`config.mk`:
```
export PLATFORM = sky130hd
export DESIGN_NAME = mix_columns_seq
export DESIGN_NICKNAME = d
export VERILOG_FILES = /design/src/rtl/mix_columns_seq_pkg.sv /design/src/rtl/mix_column_word.sv /design/src/rtl/mix_columns_seq.sv
export SDC_FILE = /design/constraint.sdc
export NUM_CORES = 1
export LEC_CHECK = 0
export ABC_CLOCK_PERIOD_IN_PS = 6480
export CAP_MARGIN = 0
export CORE_UTILIZATION = 52
export CTS_CLUSTER_SIZE = 28
export DETAILED_ROUTE_END_ITERATION = 8
export HOLD_SLACK_MARGIN = 0.02
export PLACE_DENSITY = 0.83
export SKIP_LAST_GASP = 1
export SLEW_MARGIN = 30
export SYNTH_ARGS = -nofsm -noshare
export SYNTH_HDL_FRONTEND = slang
export SYNTH_SLANG_ARGS = --single-unit
```
`constraint.sdc`:
```
create_clock -name clk -period 6.48 [get_ports clk]
set_clock_uncertainty 0.2 [all_clocks]
set_input_delay 0.972 -clock clk [delete_from_list [all_inputs] [get_ports clk]]
set_output_delay 0.972 -clock clk [all_outputs]
set_load 0.02 [all_outputs]
```
`src/rtl/mix_columns_seq_pkg.sv`:
```
// ---------------------------------------------------------------------------
// mix_columns_seq_pkg
// Shared widths, FSM encoding and GF(2^8) constant multipliers for the
// sequential AES MixColumns / InvMixColumns stage.
//   STATE_W / COL_W : fixed AES state and column widths
//   GF_POLY         : low byte of the reduction polynomial 0x11B
//   state_t         : FSM encoding (IDLE = 0, BUSY = 1, DONE = 2)
//   gf_xtime, gf_mul2, gf_mul3, gf_mul9, gf_mul11, gf_mul13, gf_mul14
// ---------------------------------------------------------------------------
package mix_columns_seq_pkg;

    localparam int STATE_W = 128;
    localparam int COL_W   = 32;

    localparam logic [7:0] GF_POLY = 8'h1B;

    typedef enum logic [1:0] {
        ST_IDLE = 2'd0,
        ST_BUSY = 2'd1,
        ST_DONE = 2'd2
    } state_t;

    function automatic logic [7:0] gf_xtime(input logic [7:0] x);
        return {x[6:0], 1'b0} ^ (x[7] ? GF_POLY : 8'h00);
    endfunction

    function automatic logic [7:0] gf_mul2(input logic [7:0] x);
        return gf_xtime(x);
    endfunction

    function automatic logic [7:0] gf_mul3(input logic [7:0] x);
        return gf_xtime(x) ^ x;
    endfunction

    // The inverse constants are built from the x2/x4/x8 xtime chain.
    function automatic logic [7:0] gf_mul9(input logic [7:0] x);
        logic [7:0] x2, x4, x8;
        x2 = gf_xtime(x);
        x4 = gf_xtime(x2);
        x8 = gf_xtime(x4);
        return x8 ^ x;
    endfunction

    function automatic logic [7:0] gf_mul11(input logic [7:0] x);
        logic [7:0] x2, x4, x8;
        x2 = gf_xtime(x);
        x4 = gf_xtime(x2);
        x8 = gf_xtime(x4);
        return x8 ^ x2 ^ x;
    endfunction

    function automatic logic [7:0] gf_mul13(input logic [7:0] x);
        logic [7:0] x2, x4, x8;
        x2 = gf_xtime(x);
        x4 = gf_xtime(x2);
        x8 = gf_xtime(x4);
        return x8 ^ x4 ^ x;
    endfunction

    function automatic logic [7:0] gf_mul14(input logic [7:0] x);
        logic [7:0] x2, x4, x8;
        x2 = gf_xtime(x);
        x4 = gf_xtime(x2);
        x8 = gf_xtime(x4);
        return x8 ^ x4 ^ x2;
    endfunction

endpackage

```
`src/rtl/mix_column_word.sv`:
```
// ---------------------------------------------------------------------------
// mix_column_word
// Combinational MixColumns / InvMixColumns of one 32-bit AES column.
//   col_in  [31:0] : input column, row 0 in bits [31:24]
//   inv            : 0 = forward matrix, 1 = inverse matrix
//   col_out [31:0] : transformed column, same byte layout
// ---------------------------------------------------------------------------
module mix_column_word
    import mix_columns_seq_pkg::*;
(
    input  logic [COL_W-1:0] col_in,
    input  logic             inv,
    output logic [COL_W-1:0] col_out
);

    logic [7:0] a [4];

    generate
        for (genvar gi = 0; gi < 4; gi++) begin : g_row
            logic [7:0] fwd_b;
            logic [7:0] inv_b;

            assign a[gi] = col_in[COL_W-1-8*gi -: 8];

            // Row gi uses the coefficient row rotated right by gi, so the
            // diagonal coefficient always lands on a[gi].
            assign fwd_b = gf_mul2(a[gi])
                         ^ gf_mul3(a[(gi+1)%4])
                         ^ a[(gi+2)%4]
                         ^ a[(gi+3)%4];

            assign inv_b = gf_mul14(a[gi])
                         ^ gf_mul11(a[(gi+1)%4])
                         ^ gf_mul13(a[(gi+2)%4])
                         ^ gf_mul9(a[(gi+3)%4]);

            assign col_out[COL_W-1-8*gi -: 8] = inv ? inv_b : fwd_b;
        end
    endgenerate

endmodule

```
`src/rtl/mix_columns_seq.sv`:
```
// ---------------------------------------------------------------------------
// mix_columns_seq
// Sequential AES MixColumns / InvMixColumns: one 128-bit state is accepted,
// transformed one column per clock through a shared column datapath, then
// held until downstream takes it.
//   clk        : rising-edge clock
//   rst_n      : asynchronous active-low reset
//   in_valid   : in_state / in_inv valid
//   in_ready   : block can accept a state (IDLE only)
//   in_state   : input state, FIPS-197 byte order
//   in_inv     : 0 = MixColumns, 1 = InvMixColumns
//   out_valid  : out_state holds a finished result (DONE)
//   out_ready  : downstream accepts out_state
//   out_state  : transformed state, driven from the work register
//   busy       : high while columns are being transformed
// ---------------------------------------------------------------------------
module mix_columns_seq
    import mix_columns_seq_pkg::*;
(
    input  logic               clk,
    input  logic               rst_n,
    input  logic               in_valid,
    output logic               in_ready,
    input  logic [STATE_W-1:0] in_state,
    input  logic               in_inv,
    output logic               out_valid,
    input  logic               out_ready,
    output logic [STATE_W-1:0] out_state,
    output logic               busy
);

    state_t             state_reg, state_next;
    logic [1:0]         col_cnt_reg;
    logic [STATE_W-1:0] work_reg;
    logic [STATE_W-1:0] work_next;
    logic               mode_reg;

    logic [COL_W-1:0]   cols [4];
    logic [COL_W-1:0]   col_sel;
    logic [COL_W-1:0]   col_out;

    // Column mux/demux: the selected column is replaced by its transform,
    // all other columns pass through unchanged.
    generate
        for (genvar gi = 0; gi < 4; gi++) begin : g_col
            assign cols[gi] = work_reg[STATE_W-1-COL_W*gi -: COL_W];
            assign work_next[STATE_W-1-COL_W*gi -: COL_W] =
                (col_cnt_reg == 2'(gi)) ? col_out : cols[gi];
        end
    endgenerate

    assign col_sel = cols[col_cnt_reg];

    mix_column_word u_mix_column_word (
        .col_in  (col_sel),
        .inv     (mode_reg),
        .col_out (col_out)
    );

    always_ff @(posedge clk or negedge rst_n) begin
        if (!rst_n) begin
            state_reg <= ST_IDLE;
        end else begin
            state_reg <= state_next;
        end
    end

    // in_ready is gated by rst_n so it reads 0 for the whole reset window.
    always_comb begin
        state_next = state_reg;
        in_ready   = 1'b0;
        out_valid  = 1'b0;
        busy       = 1'b0;
        case (state_reg)
            ST_IDLE: begin
                in_ready = rst_n;
                if (in_valid) begin
                    state_next = ST_BUSY;
                end
            end
            ST_BUSY: begin
                busy = 1'b1;
                if (col_cnt_reg == 2'd3) begin
                    state_next = ST_DONE;
                end
            end
            ST_DONE: begin
                out_valid = 1'b1;
                if (out_ready) begin
                    state_next = ST_IDLE;
                end
            end
            default: begin
                state_next = ST_IDLE;
            end
        endcase
    end

    // col_cnt is 2 bits, so the last BUSY increment wraps it back to 0.
    always_ff @(posedge clk or negedge rst_n) begin
        if (!rst_n) begin
            col_cnt_reg <= 2'd0;
            work_reg    <= '0;
            mode_reg    <= 1'b0;
        end else begin
            case (state_reg)
                ST_IDLE: begin
                    if (in_valid) begin
                        work_reg    <= in_state;
                        mode_reg    <= in_inv;
                        col_cnt_reg <= 2'd0;
                    end
                end
                ST_BUSY: begin
                    work_reg    <= work_next;
                    col_cnt_reg <= col_cnt_reg + 2'd1;
                end
                default: begin
                end
            endcase
        end
    end

    assign out_state = work_reg;

endmodule

```
* Word level (Yosys, flattened, before mapping) *
Cells that the tools add are included.

word-level totals
  register bits = 133
  input port bits = 133

operators by class
  $add $sub $neg = 1
  $lt $le $gt $ge = 1
  equal/unequal tests = 11
  multiplexer cells = 34
  bitwise gates (word level) = 65
  reduce and logical (&&, ||, !) cells = 10

operators by type and width
  cell                   number
  $xor A8 B8 Y8          64
  $pmux W128 S2          1
  $mux W32               6
  $mux W128              1
  $bmux W32 S2           1
  $mux W5                12
  $mux W8                4
  $reduce_and A3 Y1      5
  $ne A2 B2 Y1 const B   6
  $mux W2                4
  $eq A2 B2 Y1 const B   3
  $pmux W2 S3            1
  $eq A2 B1 Y1 const B   2
  $logic_not A2 Y1       2
  $pmux W2 S2            1
  $reduce_and A2 Y1      2
  $ge A3 B3 Y1 const B   1
  $mux W1                3
  $not A2 Y3             1
  $add A2 B1 Y2 const B  1
  $reduce_bool A2 Y1     1

* Longest topological paths before layout *
  depth in word-level cells = 18
  depth in mapped cells = 13

* Modules after synthesis *
From an unflattened synthesis, not the netlist that was laid out.

unflattened totals
  cells, all modules = 880
  area, all modules = 9,452.8 um^2

modules (own cells, without submodules)
  module           times used  cells each  area an instance (um^2)  sequential area each (um^2)
  mix_columns_seq  1           654         7,258.2                  3,328.2
  mix_column_word  1           226         2,194.6                  0.0

* Least setup slack after synthesis *
No wires, ideal clock.

  path type = register to register
  start point = register col_cnt_reg[0]
  end point = register work_reg[110] (netlist: out_state[110])
  arrival time = 2,968 ps
  required time = 6,150 ps
  slack = 3,182 ps
  stages on the path, launching flop included = 12
  buffers on the path = 3
  period minus slack after synthesis = 3,298 ps
  cell sequence = dfrtp_1 -> buf_6 -> buf_8 -> mux4_1 -> buf_2 -> xnor2_4 -> xnor3_1 -> xor2_1 -> nand2_1 -> xor2_2 -> mux2i_1 -> o21ai_1

on the way
  word-level cells in the longest chain between the ends = 16

RTL lines
  item                                           RTL line                                              RTL
  from (decl)                                    mix_columns_seq.sv:33                                 logic [1:0] col_cnt_reg;
  from (signal assigned)                         mix_columns_seq.sv:116                                col_cnt_reg <= col_cnt_reg + 2'd1;
  $not A2 Y3 (implied by the code)               mix_columns_seq.sv:52                                 assign col_sel = cols[col_cnt_reg];
  $bmux W32 S2                                   mix_columns_seq.sv:52
  $mux W32 (implied by the code) (2 in a row)    mix_columns_seq.sv:52
  $mux W5                                        mix_columns_seq_pkg.sv:24                             return {x[6:0], 1'b0} ^ (x[7] ? GF_POLY : 8'h00);
  $xor A8 B8 Y8 (3 in a row)                     mix_columns_seq_pkg.sv:24
  $xor A8 B8 Y8 (on tied branches) (2 in a row)  mix_columns_seq_pkg.sv:65, mix_columns_seq_pkg.sv:49
  $xor A8 B8 Y8                                  mix_column_word.sv:33                                 ^ gf_mul11(a[(gi+1)%4])
  $xor A8 B8 Y8                                  mix_column_word.sv:34                                 ^ gf_mul13(a[(gi+2)%4])
  $xor A8 B8 Y8                                  mix_column_word.sv:35                                 ^ gf_mul9(a[(gi+3)%4]);
  $mux W8                                        mix_column_word.sv:37                                 assign col_out[COL_W-1-8*gi -: 8] = inv ? inv_b : fwd_b;
  $mux W32                                       mix_columns_seq.sv:48                                 (col_cnt_reg == 2'(gi)) ? col_out : cols[gi];
  $pmux W128 S2                                  mix_columns_seq.sv:106                                case (state_reg)
  to (signal assigned)                           mix_columns_seq.sv:109                                work_reg <= in_state;
  to (signal assigned)                           mix_columns_seq.sv:115                                work_reg <= work_next;
  to (decl)                                      mix_columns_seq.sv:34                                 logic [STATE_W-1:0] work_reg;

Several ways; a longest one is shown, not always the timed one. The select of a mux whose other input is x is not followed.
A chain may end at the register's enable or synchronous reset.

* Worst setup path after layout *
  start point = register col_cnt_reg[0]
  end point = register work_reg[51] (netlist: out_state[51])

on the way
  word-level cells in the longest chain between the ends = 16

RTL lines
  item                                           RTL line
  $not A2 Y3 (implied by the code)               mix_columns_seq.sv:52
  $bmux W32 S2                                   mix_columns_seq.sv:52
  $mux W32 (implied by the code) (2 in a row)    mix_columns_seq.sv:52
  $mux W5 or $xor A8 B8 Y8 (tied branches)       mix_columns_seq_pkg.sv:24
  $xor A8 B8 Y8                                  mix_columns_seq_pkg.sv:24
  $xor A8 B8 Y8 or $mux W5 (tied branches)       mix_columns_seq_pkg.sv:24
  $xor A8 B8 Y8                                  mix_columns_seq_pkg.sv:24
  $xor A8 B8 Y8 (on tied branches) (2 in a row)  mix_columns_seq_pkg.sv:65, mix_columns_seq_pkg.sv:49
  $xor A8 B8 Y8                                  mix_column_word.sv:33
  $xor A8 B8 Y8                                  mix_column_word.sv:34
  $xor A8 B8 Y8                                  mix_column_word.sv:35
  $mux W8                                        mix_column_word.sv:37
  $mux W32                                       mix_columns_seq.sv:48
  $pmux W128 S2                                  mix_columns_seq.sv:106

Several ways; a longest one is shown, not always the timed one. The select of a mux whose other input is x is not followed.

==> metrics.md <==
| Metric | Value |
|---|---|
| Min cycle time layout | `4.34 ns` |
| CP required | `6.58 ns` |
| Status | `complete, no violations` |
| Total gr overflow | `0` |
| Die height | `about 130 um` |
| Placed cells | `1339` |
| CTS Buffer Depth | `2` |
| F_max | `0.230 GHz` |
| Unrepaired setup endpoints after global routing | `false` |
| Synth Flop Type | `dfrtp_1` |
| TritonCTS clock tree | `yes` |
| Post CTS Setup Buffer Count | `0` |
| DRC Markers | `0` |
| Worst setup EP type | `register` |
| Met1 Usage GRT | `43.6%` |
| DPL Wire Length | `20900 um` |
| IO buf count | `~260` |
| DR iter-0 viols | `634` |
| Fraction of layout cells with a size suffix above 1 | `approximately 8.9%` |
| Clock Sinks | `133` |
| Setup crit start kind | `register` |
| Setup TNS | `0 ns` |
| Mapped Area | `between 8000 and 9000 um^2` |
| Fin nets | `1275` |
| Setup ws final | `about 2.1 ns` |
| CTS hold repair buffers | `0` |
| H-tree depth | `4` |
| Max Cap Viol | `0` |
| Synth top area share | `37.5%` |
| Synthesis-to-layout area growth | `36.9%` |
| CORE AREA | `16600 um^2` |
| Post-synth EDFFs | `0` |
| Num CTS Buffers | `17` |
| Hold Path Class | `register to register` |
| Top cells by area, synth | `dfrtp_1, xnor2_1, mux4_2` |
| Net Count, Synth | `1041` |
| GRT Util Overall | `34.7%` |
| Clk root buf | `clkbuf_16` |
| Initial core utilization | `53.4%` |
| Most crowded layer after global routing | `met2` |
| Skew-Pair Late Insertion Delay | `0.43 ns` |
| Setup WS pre-CTS | `roughly 2.2 ns` |
| Worst path arrival time | `roughly 4.4 ns` |
| Slew Limit Headroom | `around 37%` |
| Reg clk slew, reported paths | `0.06 ns` |
| Commonest cells post-synth | `dfrtp_1, xnor2_1, nand2_1, o21ai_0, nor2_1` |
| ANT nets after route | `0` |
| Die area | `17600 um^2` |
| Die X | `133 um` |
| Initial antenna violation count | `0` |
| Via density | `a little under 6` |
| Number of synthesized register bits | `133` |
| DR pass1 iterations | `5` |
| GR Util met2 | `between 50% and 60%` |
| Asr flop ratio synth | `100%` |
| Post-synth cell types | `44` |
| DR WL/cell | `21.5 um` |
| Met3 Use GR | `8.05%` |
| # diodes | `0` |
| Vias in the first global route | `8259` |
| Max Transition Viols Final | `0` |
| Final Non-Filler Cells | `1371` |
| Critical path type | `register to register` |
| Period utilization | `67.0%` |
| Fin. Hold Viols | `0` |
| Worst-margin pin slew | `0.951 ns` |
| Most numerous cell in the Yosys netlist | `dfrtp_1` |
| Max reg flops | `around 130` |
| Largest net degree at the start of global routing | `94` |
| Drt total wl | `29400 um` |
| First-pass GRT wire length | `between 40000 and 50000 um` |
| Yosys top cell by area | `dfrtp_1` |
| Via count | `between 8000 and 9000` |
| Fillcell total | `1197` |
| Row cnt | `47` |
| Critical path peak fanout | `21` |
| Count of final setup violators | `0` |
| Mean post-synth cell area | `9.83 um^2` |
| # IOs | `between 200 and 300` |
| Yosys Warn Count | `0` |
| Post-Syn Instances | `roughly 900` |
| Seq/Total Area, Yosys | `37.5%` |
| Post_cts resized | `0` |
| Final Wtd Congestion | `0.962` |
-- worst max-delay path, stage by stage (launching register included) --
cell and delay, ns:
dfrtp_2 0.68, buf_4 0.46, mux4_1 0.74, xnor2_2 0.46, xnor3_1 0.38, xnor3_1 0.45, xnor2_1 0.25, a21oi_1 0.12
nor3b_2 0.31, o21ai_1 0.12
-- cell usage in the layout, fill, tap and decap left out, types with 2 or more instances in the layout --
cell             netlist  final
ha_1                   4      4
xor3_1                 2      2
clkinv_4               0      2
and3_1                18     18
o22a_1                 3      3
clkinv_2               0      4
or3_1                 11     11
clkinvlp_4             0      4
mux4_2                27     27
a21oi_1               57     53
buf_4                  2     14
dfrtp_2                0      2
o22ai_1                9      9
clkbuf_16              0     17
xnor3_1               13     13
xnor2_4                4      4
xor2_2                 4      4
dfrtp_1              133    131
a21o_1                 4      4
nand2b_1               7      6
xnor2_1              121    121
xor2_1                39     39
clkdlybuf4s50_1        0    262
mux4_1                 5      5
a31oi_1               24     24
mux2i_1                8      8
xnor2_2                8      8
o21ai_1               23     23
inv_1                  4      3
a21oi_2                1      5
o31ai_1               20     20
inv_6                  0      4
nor2_1                72     72
o21ai_0               94     94
nand2_1              116    116
-- layout make-up --
cell class / instances / area, um^2 / area share, %
timing repair buffer: 277 / 2740 / 22.5
tap: 220 / 275 / 2.26
clock buffer: 18 / 439 / 3.61
multi-input combinational: 705 / 5260 / 43.3
clock inverter: 14 / 103 / 0.844
sequential: 133 / 3330 / 27.4
inverter: 4 / 15.0 / 0.123
-- metal layers --
metal | up-vias | wire length, um
met5 | - | 0
met4 | 0 | 916
met3 | 81 | 2650
met2 | 468 | 14600
met1 | 3930 | 11300
li1 | 3617 | -
-- kinds of logic after synthesis --
kind of cell	synth area share (%)
AOI/OAI and AO/OA	14.8
and+or+nand+nor	11.0
xor gates and xnor gates	23.3
DFF	37.5
buffers and inverters	3.49
muxes	9.35
adders and majority gates	0.563
-- stage by stage --
step	hold WS, ns	utilization [%]	area, um^2
floorplan	0.403	-	8880
global placement	0.287	69.8	11600
detailed placement	0.293	69.8	11600
CTS	0.306	73.1	12200
global route	0.332	73.1	12200
finish	0.308	73.1	12200
-- path summary, 6_finish.rpt --
path | from | end | cells after the start | slack [ns]
worst max-delay path | col_cnt_reg[0] | out_state[51] | 9 | 2.14
worst min-delay path | out_state[1] | out_state[1] | 2 | 0.31
worst max register to register | col_cnt_reg[0] | out_state[51] | 9 | 2.14
max in group asynchronous | rst_n | out_state[68] | 2 | 4.42
min in group asynchronous | rst_n | out_state[12] | 1 | 0.34
worst min register to register | out_state[1] | out_state[1] | 2 | 0.31
Power is not shown: default switching activity piles up to over one toggle a cycle in this logic, so the estimate is an artifact.
